### src/rtl/rst_seq_ctrl.sv
// Reset controller: POR synchroniser, maskable request stretching, ordered domain release, sticky cause.
// Optional RST_SEQ_CTRL_HOLD_EN adds HOLD_LAST to hold back release of the final domain.
module rst_seq_ctrl #(
    parameter int unsigned NUM_REQ        = 4,
    parameter int unsigned NUM_DOMAINS    = 3,
    parameter int unsigned SYNC_STAGES    = 3,
    parameter int unsigned STRETCH_CYCLES = 16,
    parameter int unsigned SEQ_GAP        = 4
) (
    input  logic                   CLKIN,
    input  logic                   nSRSTIN,
    input  logic [NUM_REQ-1:0]     RSTREQ,
    input  logic [NUM_REQ-1:0]     RSTREQ_MASK,
`ifdef RST_SEQ_CTRL_HOLD_EN
    input  logic                   HOLD_LAST,
`endif
    input  logic                   CAUSE_CLR,
    output logic                   PORESETn,
    output logic [NUM_DOMAINS-1:0] DOMAIN_RESETn,
    output logic [NUM_REQ:0]       RESET_CAUSE,
    output logic                   RST_BUSY
);

    localparam int unsigned MAX_CNT = (STRETCH_CYCLES > SEQ_GAP) ? STRETCH_CYCLES : SEQ_GAP;
    localparam int unsigned CW      = $clog2(MAX_CNT + 1);
    localparam logic [CW-1:0] STRETCH_LAST = CW'(STRETCH_CYCLES - 1);
    localparam logic [CW-1:0] GAP_LAST     = CW'(SEQ_GAP - 1);

    typedef enum logic [1:0] {
        ST_ASSERT,
        ST_RELEASE,
        ST_RUN
    } state_t;

    state_t                   state_q, state_d;
    logic [CW-1:0]            cnt_q, cnt_d;
    logic [NUM_DOMAINS-1:0]   dom_q, dom_d;
    logic                     busy_q, busy_d;
    logic [NUM_REQ:0]         cause_q, cause_d;
    logic [SYNC_STAGES-1:0]   sync_q, sync_d;
    logic                     por_q;
    logic [NUM_REQ-1:0]       req_eff;
    logic                     req_act;
    logic                     hold_last;
    logic [NUM_DOMAINS-1:0]   dom_next;

`ifdef RST_SEQ_CTRL_HOLD_EN
    assign hold_last = HOLD_LAST;
`else
    assign hold_last = 1'b0;
`endif

    assign por_q   = sync_q[SYNC_STAGES-1];
    assign req_eff = RSTREQ & ~RSTREQ_MASK;
    assign req_act = |req_eff;

    // Domains release as a thermometer code; all-ones after the shift means the last one is going.
    assign dom_next = (dom_q << 1) | NUM_DOMAINS'(1);

    always_comb begin
        sync_d  = {sync_q[SYNC_STAGES-2:0], 1'b1};
        cause_d = (CAUSE_CLR ? '0 : cause_q) | {1'b0, req_eff};
    end

    always_comb begin
        state_d = state_q;
        cnt_d   = cnt_q;
        dom_d   = dom_q;
        busy_d  = busy_q;
        case (state_q)
            ST_ASSERT: begin
                dom_d  = '0;
                busy_d = 1'b1;
                if (!por_q || req_act) begin
                    cnt_d = '0;
                end else if (cnt_q == STRETCH_LAST) begin
                    cnt_d = '0;
                    dom_d = NUM_DOMAINS'(1);
                    if (&dom_d) begin
                        state_d = ST_RUN;
                        busy_d  = 1'b0;
                    end else begin
                        state_d = ST_RELEASE;
                    end
                end else begin
                    cnt_d = cnt_q + CW'(1);
                end
            end
            ST_RELEASE: begin
                if (req_act) begin
                    state_d = ST_ASSERT;
                    cnt_d   = '0;
                    dom_d   = '0;
                    busy_d  = 1'b1;
                end else if (cnt_q == GAP_LAST) begin
                    // Holding saturates the counter so release follows HOLD_LAST falling directly.
                    if (!(&dom_next && hold_last)) begin
                        cnt_d = '0;
                        dom_d = dom_next;
                        if (&dom_next) begin
                            state_d = ST_RUN;
                            busy_d  = 1'b0;
                        end
                    end
                end else begin
                    cnt_d = cnt_q + CW'(1);
                end
            end
            ST_RUN: begin
                if (req_act) begin
                    state_d = ST_ASSERT;
                    cnt_d   = '0;
                    dom_d   = '0;
                    busy_d  = 1'b1;
                end
            end
            default: begin
                state_d = ST_ASSERT;
                cnt_d   = '0;
                dom_d   = '0;
                busy_d  = 1'b1;
            end
        endcase
    end

    always_ff @(posedge CLKIN or negedge nSRSTIN) begin
        if (!nSRSTIN) begin
            sync_q  <= '0;
            state_q <= ST_ASSERT;
            cnt_q   <= '0;
            dom_q   <= '0;
            busy_q  <= 1'b1;
            cause_q <= {1'b1, {NUM_REQ{1'b0}}};
        end else begin
            sync_q  <= sync_d;
            state_q <= state_d;
            cnt_q   <= cnt_d;
            dom_q   <= dom_d;
            busy_q  <= busy_d;
            cause_q <= cause_d;
        end
    end

    assign PORESETn      = por_q;
    assign DOMAIN_RESETn = dom_q;
    assign RESET_CAUSE   = cause_q;
    assign RST_BUSY      = busy_q;

endmodule

### config.mk
export PLATFORM = sky130hd
export DESIGN_NAME = rst_seq_ctrl
export DESIGN_NICKNAME = d
export VERILOG_FILES = /design/src/rtl/rst_seq_ctrl.sv
export SDC_FILE = /design/constraint.sdc
export NUM_CORES = 1
export LEC_CHECK = 0
export BUFFER_PORTS_ARGS = -buffer_cell sky130_fd_sc_hd__buf_2
export CAP_MARGIN = 20
export CORE_ASPECT_RATIO = 1.5
export CORE_MARGIN = 2
export CORE_UTILIZATION = 50
export DETAILED_ROUTE_END_ITERATION = 8
export PLACE_DENSITY = 0.82
export SLEW_MARGIN = 10
export SYNTH_ARGS = -nofsm -noshare
export SYNTH_HDL_FRONTEND = slang
export SYNTH_SLANG_ARGS = --single-unit
### constraint.sdc
create_clock -name CLKIN -period 2.85 [get_ports CLKIN]
set_clock_uncertainty 0.05 [all_clocks]
set_input_delay 0.1425 -clock CLKIN [delete_from_list [all_inputs] [get_ports CLKIN]]
set_output_delay 0.1425 -clock CLKIN [all_outputs]
set_load 0.03 [all_outputs]
* Yosys cells after proc, flatten, opt, wreduce, memory -nomap -nowiden
Cells that the tools add are included.
** Cells by class
- Div/mod/pow operators :: 0
- Magnitude comparators :: 0
- Bitwise operators :: 3
- Equality and inequality tests :: 9
- Mux-type cells :: 25
- Shifts and indexed selects :: 0
- Reduce and logical (&&, ||, !) cells :: 8
- Add/sub/neg operators :: 1
- $mul :: 0
** Operators with widths (count)
- 5-bit 2-to-1 mux :: 6
- 5-bit one-hot mux with 3 select lines :: 1
- 2-bit 2-to-1 mux :: 6
- 3-bit 2-to-1 mux :: 4
- 3-bit one-hot mux with 3 select lines :: 1
- 2-bit != test (second input constant) :: 3
- 3-bit != test (second input constant) :: 2
- 2-bit one-hot mux with 3 select lines :: 1
- 5-bit by 1-bit adder with 5-bit output (second input constant) :: 1
- 5-bit by 2-bit equality test with 1-bit output (second input constant) :: 1
- 5-bit by 4-bit equality test with 1-bit output (second input constant) :: 1
- 1-bit 2-to-1 mux :: 5
- 5-bit by 4-bit OR with 5-bit output :: 1
- 5-bit AND reduction :: 1
- 4-bit AND :: 1
- 4-bit NOT :: 1
- 2-bit AND reduction :: 2
- 4-bit OR reduction :: 1
- 3-bit AND reduction :: 1
- 2-bit by 1-bit equality test with 1-bit output (second input constant) :: 1
- 2-bit equality test (second input constant) :: 1
- 2-bit zero test :: 1
- 1-bit one-hot mux with 2 select lines :: 1
- 1-bit zero test :: 1
- 1-bit logical OR :: 1
** Word-level totals
- Flip-flop bits (word level) :: 19
- Memory bits (read-only) :: 0
- Output and inout port bits :: 10
- Logic and storage cells :: 52
- Bits of input ports :: 11
- RAM bits :: 0
- Memories kept :: 0
- Latch bits :: 0

* Depth between registers and ports, before layout
- Depth after elaboration :: 6
- Mapped depth :: 7
- Mapped depth without buffers :: 7

* Worst setup path after synthesis
Ideal clock, no wire load.
- Path kind :: reg2reg
- Start :: register cnt_q[0]
- End :: register cnt_q[3]
- Required time :: 2.675 ns
- Arrival :: 1.592 ns
- Clock period less this slack :: 1.768 ns
- Buffers on the path :: 0
- Path slack :: 1.082 ns
- Setup time :: 0.125 ns
- Cell stages (with the launch flop) :: 8
- Path through :: dfrtp_1 ha_1 nand3_1 inv_1 ha_1 nor3b_1 o21ai_0 a2111oi_0
** Between the ends
- Cells in the longest elaborated chain, start to end :: 4
- Elaborated cells on any way between the ends :: 8
- Those cells by class :: add/sub (1); eq/ne (2); mux (5)
** RTL lines
- start, declared :: line 36 : logic [CW-1:0] cnt_q, cnt_d;
- start signal, assigned :: line 137 : cnt_q <= cnt_d;
- 5-bit by 1-bit adder with 5-bit output, or another cell as far along :: line 86, 106
- 5-bit 2-to-1 mux, on equally long branches :: line 95, 76
- 5-bit 2-to-1 mux, on equally long branches :: line 90, 74
- 5-bit one-hot mux with 3 select lines (*) :: line 70 : case (state_q)
Mark *: on every way between the ends. The rest lies on a longest branch, timed or not.
A chain may end at the register's enable or synchronous reset.

* Final worst setup path
Ends and elaborated chain as after synthesis.

==> impl_metrics.tcl <==
set metrics [dict create \
    multi_input_area_um2 443 \
    setup_viol 0 \
    drtAntennaViolNets 0 \
    power_mw 0.477 \
    drt-initial-drc-count 7 \
    crit_required_ps 2990 \
    rsz0062_at_grt "no" \
    final_common_cell "buf_2" \
    dieWidth_um 40.4 \
    fin_nets 136 \
    syn_avg_cell_area_um2 9.75 \
    drive_gt1_frac 0.240 \
    r2r_slack_ps 920 \
    ir_drop_mv 0.301 \
    place_congestion 0.775 \
    grt_pass1_wl_mm 3.42 \
    clock_sinks 19 \
    clk-insertion-delay-late_ps 310 \
    grt_remaining_overflow 0 \
    first_pass_iters 4 \
    crit_path_max_fanout 6 \
    critPathKind "flip-flop to flip-flop" \
    leakagePower_nw 0.503 \
    root_buffer "clkbuf_4" \
    synth.distinct_cells 34 \
    hold_viol 0 \
    end_kind "flip-flop" \
    clkTransAtPathRegs_ps 110 \
    cts_max_path_buffers 2 \
    track_usage 0.213 \
    endpoint "cnt_q[3]" \
    viasPerCell 5.78 \
    outcome "completed" \
    reg2reg_depth 7 \
    r2r-start "cnt_q[0]" \
    async_flop_share 1.00 \
    fmax_mhz 519 \
    core_um2 1850 \
    vias 821 \
    n_fill_cell 157 \
    period_needed_ps 1930 \
    start_kind "flip-flop" \
    cp.arrival_ps 2070 \
    worst_pin_slew_ps 547 \
    hold_class "primary input to flip-flop" \
    row_count 19 \
    critPathLaunch "cnt_q[0]" \
    ys_warn_count 0 \
    drv_cap 0 \
    regArea_um2 478 \
    ys_seq_area_frac 0.481 \
    diodes 0 \
    final_max_slew_viol_count 0 \
    synth-edff-count 0 \
    wl_mm 1.97 \
    antenna_found_initial 0 \
    grt_max_degree 20 \
    routedWlPerCell_um 13.9 \
    synthToLayoutAreaGrowth_pct 13.0 \
    synth_nets 116 \
    numCtsBuffers 3 \
    die-area_um2 2370 \
    p_per_area_nw_per_um2 424 \
    finalCritPeriodShare 0.676 \
    ys_ff_latch 19 \
    initial_core_util 0.536 \
    synthFlopType "dfrtp_1" \
    cts.htree.levels 1 \
    synthCells 102 \
    die_y_um 58.6 \
    ios 21 \
    cts_tree "yes" \
    slew_headroom 0.634 \
    rr_endpoint "cnt_q[3]" \
    final_cell_mix "buf_2, dfrtp_1, inv_1" \
    grt_pass1_vias 785 \
    drc 0 \
    synth.cell_area_um2 995 \
    port_buffers 20 \
    finalSetupTns_ps 0 \
    place_hpwl_mm 1.45 \
]
power by group:
group          total, mW  internal [mW]  switching (mW)  leakage (nW)
clock              0.139         0.0548          0.0845        0.0150
sequential         0.285          0.278         0.00708         0.243
combinational     0.0520         0.0188          0.0332         0.245
total              0.477          0.352           0.125         0.503
cell usage after synthesis, types with 3 or more instances:
cell	instances	area share
a31oi_1	4	0.025
clkbuf_1	3	0.011
dfrtp_1	17	0.43
inv_1	8	0.030
nand2_1	6	0.023
nor3b_1	4	0.030
o21ai_0	6	0.030
nor2b_1	4	0.025
ha_1	3	0.038
nand2b_1	4	0.025
nor2_1	3	0.011
a21oi_1	3	0.015
nand3_1	7	0.035
kinds of logic (layout without fill, tap and decap cells):
family | Yosys count | after routing | synth area share
other | 1 | 1 | 0.00377
and+or+nand+nor | 39 | 39 | 0.238
adders and majority gates | 3 | 3 | 0.0377
buffers and inverters | 15 | 34 | 0.0742
DFF | 19 | 19 | 0.481
AOI/OAI and AO/OA | 25 | 25 | 0.166
timing repair:
item,CTS,global route
endpoints found under the hold margin,18,0
resized for setup,0,0
setup buffers,0,0
hold buffers,2,0
critical path, stage by stage (launching register included):
cell       delay (ps)
dfrtp_1           460
ha_1              270
nand3_1           120
inv_1              50
ha_1              220
nor3b_1           170
o21ai_0            90
a2111oi_0         380
through the flow:
step                      cells  setup slack (ps)  hold slack [ps]  instance area [um^2]  utilization
final                       142               924             11.9                  1120        0.606
after global routing        142               715             46.2                  1120        0.606
after CTS                   142               914             9.22                  1120        0.606
after detailed placement    136               915             51.7                  1080        0.581
after global placement      136              1010             47.4                  1080        0.581
after floorplan             102              1080             -203                   995            -
metal layers:
metal  up-vias  global-route usage  share of wire
met4         0               0.138          0.035
li1        397                   -              -
met5         -                   0              0
met3         7              0.0377          0.042
met2        28               0.336           0.51
met1       389               0.253           0.41
how the worst min path moves through the flow:
stage                       end      start  cells after the start
2_1_floorplan  DOMAIN_RESETn[0]    nSRSTIN                      0
3_3_place_gp          sync_q[0]    nSRSTIN                      1
3_5_place_dp     RESET_CAUSE[1]    nSRSTIN                      1
4_1_cts          RESET_CAUSE[3]  RSTREQ[3]                      3
5_1_grt          RESET_CAUSE[0]  RSTREQ[0]                      3
6_report         RESET_CAUSE[3]  RSTREQ[3]                      3
sequential cells by signal, summed over array words and instances (netlist names):
signal,flops
cnt_q,5
state_q,2
sync_q,3
RESET_CAUSE,5
DOMAIN_RESETn,3
RST_BUSY,1
final cells by class:
class / count / share of cell area
clock buffers: 4 / 0.0234
inverters: 8 / 0.0267
multi-input cells: 68 / 0.394
flip-flops and latches: 19 / 0.425
well taps: 21 / 0.0234
repair buffers: 22 / 0.107
(Power assumes the default switching activity.)
